**config.mk**
```make
export PLATFORM = sky130hd
export DESIGN_NAME = mem_access_ctrl
export DESIGN_NICKNAME = d
export VERILOG_FILES = /design/src/rtl/cpu_pkg.sv /design/src/rtl/wait_counter.sv /design/src/rtl/mem_access_ctrl.sv
export SDC_FILE = /design/constraint.sdc
export NUM_CORES = 1
export LEC_CHECK = 0
export CORE_AREA = 2 2 48 83
export DETAILED_ROUTE_END_ITERATION = 12
export DIE_AREA = 0 0 50 85
export GPL_TIMING_DRIVEN = 0
export PLACE_DENSITY = 0.83
export RECOVER_POWER = 50
export SLEW_MARGIN = 0
export SYNTH_ARGS = -nofsm -noshare
export SYNTH_HDL_FRONTEND = slang
export SYNTH_HIERARCHICAL = 1
export SYNTH_SLANG_ARGS = --single-unit
```
**constraint.sdc**
```tcl
create_clock -name MAC_clk -period 7.6 [get_ports MAC_clk]
set_clock_uncertainty 0.05 [all_clocks]
set_input_delay 1.52 -clock MAC_clk [delete_from_list [all_inputs] [get_ports MAC_clk]]
set_output_delay 1.52 -clock MAC_clk [all_outputs]
set_load 0.01 [all_outputs]
```
**src/rtl/cpu_pkg.sv**
```systemverilog
// Shared processor package: FSM state encoding for the memory access
// controller, default datapath widths and the wait-counter helper.
//
// Contents:
//   DEF_ADDR_W / DEF_DATA_W  default address / data (MBR) widths
//   DEF_WAIT_CYCLES          default memory wait states per access
//   WCNT_W                   width of the wait-state down-counter
//   ST_*                     3-bit FSM state encoding
//   wait_load_value()        value loaded into the wait counter
package cpu_pkg;

    localparam int DEF_ADDR_W      = 8;
    localparam int DEF_DATA_W      = 8;
    localparam int DEF_WAIT_CYCLES = 2;
    localparam int WCNT_W          = 4;

    localparam logic [2:0] ST_IDLE   = 3'd0;
    localparam logic [2:0] ST_SETUP  = 3'd1;
    localparam logic [2:0] ST_WAIT   = 3'd2;
    localparam logic [2:0] ST_ACCESS = 3'd3;
    localparam logic [2:0] ST_DONE   = 3'd4;

    // The counter is loaded with N-1 so that reaching zero marks the last of
    // N wait cycles; with no wait states WAIT is skipped and the value is unused.
    function automatic logic [WCNT_W-1:0] wait_load_value(input int wait_cycles);
        if (wait_cycles > 0) begin
            return WCNT_W'(wait_cycles - 1);
        end else begin
            return {WCNT_W{1'b0}};
        end
    endfunction

endpackage

```
**src/rtl/wait_counter.sv**
```systemverilog
// Wait-state down-counter for the memory access controller.
//
// Ports:
//   clk      rising-edge clock
//   rst_n    asynchronous active-low reset (count -> 0)
//   srst     synchronous clear (count -> 0), highest synchronous priority
//   load     load load_val
//   dec      decrement by one; saturates at zero
//   load_val value to load
//   zero     count is zero
module wait_counter
    import cpu_pkg::*;
(
    input  logic              clk,
    input  logic              rst_n,
    input  logic              srst,
    input  logic              load,
    input  logic              dec,
    input  logic [WCNT_W-1:0] load_val,
    output logic              zero
);

    logic [WCNT_W-1:0] count_r;

    // Counter register: clear, load or decrement.
    always_ff @(posedge clk or negedge rst_n) begin
        if (!rst_n) begin
            count_r <= {WCNT_W{1'b0}};
        end else if (srst) begin
            count_r <= {WCNT_W{1'b0}};
        end else if (load) begin
            count_r <= load_val;
        end else if (dec && (count_r != {WCNT_W{1'b0}})) begin
            count_r <= count_r - WCNT_W'(1);
        end else begin
            count_r <= count_r;
        end
    end

    assign zero = (count_r == {WCNT_W{1'b0}});

endmodule

```
**src/rtl/mem_access_ctrl.sv**
```systemverilog
// Memory access controller sitting between the MAR/MBR and the memory.
// One request is accepted in IDLE, then SETUP -> WAIT (WAIT_CYCLES cycles,
// skipped when zero) -> ACCESS -> DONE -> IDLE. All outputs are registered
// from the next state, so each output is valid during the state it belongs to.
//
// Ports:
//   MAC_clk, MAC_rst_n          clock, asynchronous active-low reset
//   MAC_req, MAC_rw             request, 1 = write / 0 = read
//   MAC_addr, MAC_wdata         address (MAR) and write data (MBR)
//   MAC_busy, MAC_done          not-IDLE flag, one-cycle completion pulse
//   MAC_mem_en, MAC_mem_we      memory enable and write strobe
//   MAC_mem_addr, MAC_mem_din   memory address and write data
//   MAC_mem_dout                memory read data
//   MAC_mbr_data, MAC_mbr_we    read data to the MBR and its load strobe
module mem_access_ctrl
    import cpu_pkg::*;
#(
    parameter int ADDR_W      = DEF_ADDR_W,
    parameter int DATA_W      = DEF_DATA_W,
    parameter int WAIT_CYCLES = DEF_WAIT_CYCLES
) (
    input  logic              MAC_clk,
    input  logic              MAC_rst_n,
    input  logic              MAC_req,
    input  logic              MAC_rw,
    input  logic [ADDR_W-1:0] MAC_addr,
    input  logic [DATA_W-1:0] MAC_wdata,
    output logic              MAC_busy,
    output logic              MAC_done,
    output logic              MAC_mem_en,
    output logic              MAC_mem_we,
    output logic [ADDR_W-1:0] MAC_mem_addr,
    output logic [DATA_W-1:0] MAC_mem_din,
    input  logic [DATA_W-1:0] MAC_mem_dout,
    output logic [DATA_W-1:0] MAC_mbr_data,
    output logic              MAC_mbr_we
);

    localparam logic              HAS_WAIT  = (WAIT_CYCLES > 0);
    localparam logic [WCNT_W-1:0] WAIT_LOAD = wait_load_value(WAIT_CYCLES);

    logic [2:0]        state_r;
    logic [2:0]        next_state_s;
    logic              accept_s;
    logic              cnt_load_s;
    logic              cnt_dec_s;
    logic              cnt_srst_s;
    logic              cnt_zero_s;
    logic              rw_r;
    logic              busy_r;
    logic              done_r;
    logic              mem_en_r;
    logic              mem_we_r;
    logic              mbr_we_r;
    logic [ADDR_W-1:0] mem_addr_r;
    logic [DATA_W-1:0] mem_din_r;
    logic [DATA_W-1:0] mbr_data_r;

    assign accept_s   = (state_r == ST_IDLE) && MAC_req;
    // Holding the counter clear while idle keeps it at zero between accesses.
    assign cnt_srst_s = (state_r == ST_IDLE);

    wait_counter u_wait_counter (
        .clk      (MAC_clk),
        .rst_n    (MAC_rst_n),
        .srst     (cnt_srst_s),
        .load     (cnt_load_s),
        .dec      (cnt_dec_s),
        .load_val (WAIT_LOAD),
        .zero     (cnt_zero_s)
    );

    // Next-state decode and wait-counter control.
    always_comb begin
        next_state_s = state_r;
        cnt_load_s   = 1'b0;
        cnt_dec_s    = 1'b0;
        case (state_r)
            ST_IDLE: begin
                if (MAC_req) begin
                    next_state_s = ST_SETUP;
                end else begin
                    next_state_s = ST_IDLE;
                end
            end
            ST_SETUP: begin
                if (HAS_WAIT) begin
                    next_state_s = ST_WAIT;
                    cnt_load_s   = 1'b1;
                end else begin
                    next_state_s = ST_ACCESS;
                end
            end
            ST_WAIT: begin
                if (cnt_zero_s) begin
                    next_state_s = ST_ACCESS;
                end else begin
                    next_state_s = ST_WAIT;
                    cnt_dec_s    = 1'b1;
                end
            end
            ST_ACCESS: next_state_s = ST_DONE;
            ST_DONE:   next_state_s = ST_IDLE;
            default:   next_state_s = ST_IDLE;
        endcase
    end

    // State register.
    always_ff @(posedge MAC_clk or negedge MAC_rst_n) begin
        if (!MAC_rst_n) begin
            state_r <= ST_IDLE;
        end else begin
            state_r <= next_state_s;
        end
    end

    // Request capture; the memory address and write data registers double as
    // the latched copies, so later input changes cannot reach the memory.
    always_ff @(posedge MAC_clk or negedge MAC_rst_n) begin
        if (!MAC_rst_n) begin
            rw_r       <= 1'b0;
            mem_addr_r <= {ADDR_W{1'b0}};
            mem_din_r  <= {DATA_W{1'b0}};
        end else if (accept_s) begin
            rw_r       <= MAC_rw;
            mem_addr_r <= MAC_addr;
            mem_din_r  <= MAC_wdata;
        end else if (next_state_s == ST_IDLE) begin
            rw_r       <= rw_r;
            mem_addr_r <= {ADDR_W{1'b0}};
            mem_din_r  <= mem_din_r;
        end else begin
            rw_r       <= rw_r;
            mem_addr_r <= mem_addr_r;
            mem_din_r  <= mem_din_r;
        end
    end

    // Registered control outputs, decoded from the state being entered.
    always_ff @(posedge MAC_clk or negedge MAC_rst_n) begin
        if (!MAC_rst_n) begin
            busy_r   <= 1'b0;
            mem_en_r <= 1'b0;
            done_r   <= 1'b0;
            mem_we_r <= 1'b0;
            mbr_we_r <= 1'b0;
        end else begin
            busy_r   <= (next_state_s != ST_IDLE);
            mem_en_r <= (next_state_s != ST_IDLE);
            done_r   <= (next_state_s == ST_DONE);
            mem_we_r <= (next_state_s == ST_ACCESS) && rw_r;
            // Leaving ACCESS on a read: the MBR load lands in DONE.
            mbr_we_r <= (state_r == ST_ACCESS) && !rw_r;
        end
    end

    // Read data capture; only reads update it, so it holds across writes.
    always_ff @(posedge MAC_clk or negedge MAC_rst_n) begin
        if (!MAC_rst_n) begin
            mbr_data_r <= {DATA_W{1'b0}};
        end else if ((state_r == ST_ACCESS) && !rw_r) begin
            mbr_data_r <= MAC_mem_dout;
        end else begin
            mbr_data_r <= mbr_data_r;
        end
    end

    assign MAC_busy     = busy_r;
    assign MAC_done     = done_r;
    assign MAC_mem_en   = mem_en_r;
    assign MAC_mem_we   = mem_we_r;
    assign MAC_mem_addr = mem_addr_r;
    assign MAC_mem_din  = mem_din_r;
    assign MAC_mbr_data = mbr_data_r;
    assign MAC_mbr_we   = mbr_we_r;

endmodule

```
==> results.md <==
* Cell family with most CP delay: buffers and inverters
* Skew-Pair Late Insertion Delay at 280 ps
* GRT Resource Usage Total at 0.190
* Max-slew violations at 37
* Setup crit start: MAC_req
* Synth Instances at approximately 130
* Drt total wl at between 3 and 4 mm
* Layout fillers at approximately 270
* Worst Tran Pin Value at about 1800 ps
* Hold slack at 457 ps
* Worst R2R Start: u_wait_counter/count_r[0]
* Initial antenna violation count at 0
* Pwr per Cell Area at approximately 410 nW/um^2
* Clk pin slew, worst setup/hold paths at 70 ps
* Final WS setup at ~4700 ps
* IO Port Bufs at 56
* Gpl congestion at just over 0.7
* CTS tree: done
* Vias per cell at ~5.2
* Post-CTS Hold Fix Bufs at 0
* Initial Utilization at 0.456
* Commonest non-fill, non-tap cell in the layout: clkdlybuf4s50_1
* Die W at approximately 50 um
* Final Hold Fails at 0
* DRC viols at 0
* Syn_area_per_cell at about 13 um^2
* Area grow syn2layout at 44.5%
* CP max FO at 9
* Seq/Total Area, Yosys at 0.550
* Slew HR at -0.220
* Die area at between 4000 and 5000 um^2
* Root Buffer: clkbuf_8
* Largest net degree at the start of global routing at 37
* Worst Hold Class: reg -> reg
* Tmin final at around 2900 ps
* Total gr overflow at 0
* Violated checks: max-capacitance violations, max-slew violations
* ANT nets after route at 0
* CTS sink count at 36
* Period utilization at 0.383
* Crit path kind: in -> reg
* Number of core rows at 29
* CP peak stage delay at 550 ps
* CTS buffer count at 5
* Fmax at between 300 and 400 MHz
* Commonest cells after routing, fill and taps aside: clkdlybuf4s50_1 (54), dfrtp_1 (36), mux2_2 (16), clkbuf_1 (9)
* Routed len/inst at between 15 and 20 um
* Via Count at ~1300
* Unrepaired setup endpoints after global routing: false
* Slowest CP cell: dlygate4sd3_1
* Iteration-0 DRC Markers at 38
* Endpoint class of the critical path: flip-flop
* WP data arrival at approximately 3000 ps
* Synth unique cells at 33
* Die Span Y at around 85 um
* Start point of the worst hold path: MAC_mbr_data[0]
* Yosys reg bits at 36
* Leak Pwr at 0.972 nW
* I/O Pins at 57
* Mapped cell area at ~1600 um^2
* Max IR drop VDD at between 0.2 and 0.25 mV
* Vias in the first global route at approximately 1300
* Core area at roughly 3600 um^2
* Post-CTS Setup Bufs at 0
* Post-detail-place hpwl at 2.75 mm
* Max cap viols at 1
* CTS resizes at 0
* Startpoint Class: input pin
* Maximum clock insertion buffer count at 2
* Cell chain of the critical path: dlygate4sd3_1, nor4b_4, mux2_2
* First-pass GRT wire length at just over 6 mm
* Worst path buffer plus inverter count at 1
* Diodes inserted at 0
* Iteration count of the initial detailed-routing pass at 4
* YS warnings at 6
* Fin nets at ~230
* Layout cells sized above 1 at 0.157
* Setup TNS at 0 ps
* Htree depth at 2
* Worst slack at placement at 4480 ps
* Final setup fails at 0
* Worst Path Required at 7710 ps
* Status: finished, violations left
## metal layers
layer  routed length [um]  up-vias  GRT usage
met5                    0        -          0
met4                   21        0     0.0682
met3                  229        2     0.0511
met2                 2080       58      0.341
met1                 1420      616      0.209
li1                     -      597          -
## state kept, by name (all words and copies together), names as in the netlist
name,flops
rw_r,1
MAC_mem_din,8
MAC_done,1
MAC_mem_en,1
u_wait_counter/count_r,4
state_r,3
MAC_mbr_data,8
MAC_mbr_we,1
MAC_mem_addr,8
MAC_mem_we,1
## where the power goes
| group | leakage (nW) | internal [W] | switching [W] | total, W |
|---|---|---|---|---|
| sequential | 0.451 | 0.000280 | 0.0000490 | 0.000329 |
| clock | 0.0552 | 0.0000972 | 0.0000626 | 0.000160 |
| combinational | 0.466 | 0.000262 | 0.000215 | 0.000477 |
| total | 0.972 | 0.000639 | 0.000327 | 0.000966 |
## stage by stage
| step | cells | power [W] | utilization | cell area (um^2) |
|---|---|---|---|---|
| CTS | 243 | 0.000972 | 0.659 | 2370 |
| floorplan | 133 | 0.000587 | - | 1650 |
| global placement | 235 | 0.000783 | 0.630 | 2260 |
| global route | 243 | 0.00103 | 0.659 | 2370 |
| finish | 243 | 0.000966 | 0.659 | 2370 |
| detailed placement | 235 | 0.000807 | 0.629 | 2260 |
## path summary, 6_finish.rpt
check                                                 end  slack [ps]  depth (start not counted)
worst max-delay path                       MAC_mem_din[3]        4690                          3
worst min-delay path                      MAC_mbr_data[0]         460                          1
worst max register to register  u_wait_counter/count_r[3]        4890                          9
worst min register to register            MAC_mbr_data[0]         460                          1
max in group asynchronous                 MAC_mbr_data[7]        4770                          1
min in group asynchronous                  MAC_mem_din[1]        1680                          1
## worst reg2reg max path, stage by stage, from the launching register on
cell,delay [ps]
dfrtp_1,360
inv_1,90
ha_1,210
or3b_1,150
buf_2,180
inv_1,100
nor4b_2,650
nor4b_1,430
mux2i_1,230
a211oi_1,90
## cell usage after synthesis
master     count  area, um^2
o21ai_0        8        40.0
nand4_1        1        6.26
nor3b_1        2        15.0
buf_6          1        11.3
a2111oi_4      1        27.5
buf_4          1        7.51
nand2_1        2        7.51
nor4b_1        2        17.5
ha_1           2        25.0
nand4bb_1      6        67.6
or4bb_1        2        22.5
and3b_1        2        17.5
clkbuf_1       4        15.0
a311oi_1       1        8.76
a21o_1         1        7.51
inv_1          4        15.0
or3b_1         1        8.76
conb_1         2        7.51
nor4bb_1       1        10.0
xnor2_1        1        8.76
nand3_1        2        10.0
nor3_1         4        20.0
and4_1         1        8.76
a211oi_1       1        7.51
mux2_2        17         191
buf_2          5        25.0
dfrtp_1       36         901
nor2_1         7        26.3
a311o_2        1        11.3
a31oi_1        1        6.26
nor4b_4        1        23.8
mux2i_1        2        20.0
a21oi_1        8        40.0
## cells by family after synthesis
logic type      Yosys count  synth area share
fa+ha+maj                 2            0.0153
buf+inv                  15            0.0451
flops                    36             0.550
xor+xnor                  1           0.00535
compound gates           22            0.0909
simple gates             34             0.160
other cells               2           0.00459
mux                      19             0.129
## final cells by class
| type | count | area (um^2) | share of cell area |
|---|---|---|---|
| Tap cell | 46 | 57.6 | 0.0243 |
| Multi-Input combinational cell | 82 | 677 | 0.286 |
| Buffer | 11 | 55.1 | 0.0233 |
| Timing Repair Buffer | 56 | 554 | 0.234 |
| Inverter | 4 | 15.0 | 0.00634 |
| Clock inverter | 2 | 35.0 | 0.0148 |
| Clock buffer | 6 | 72.6 | 0.0307 |
| Sequential cell | 36 | 901 | 0.381 |
No activity file was read; power rests on OpenSTA's default activity.
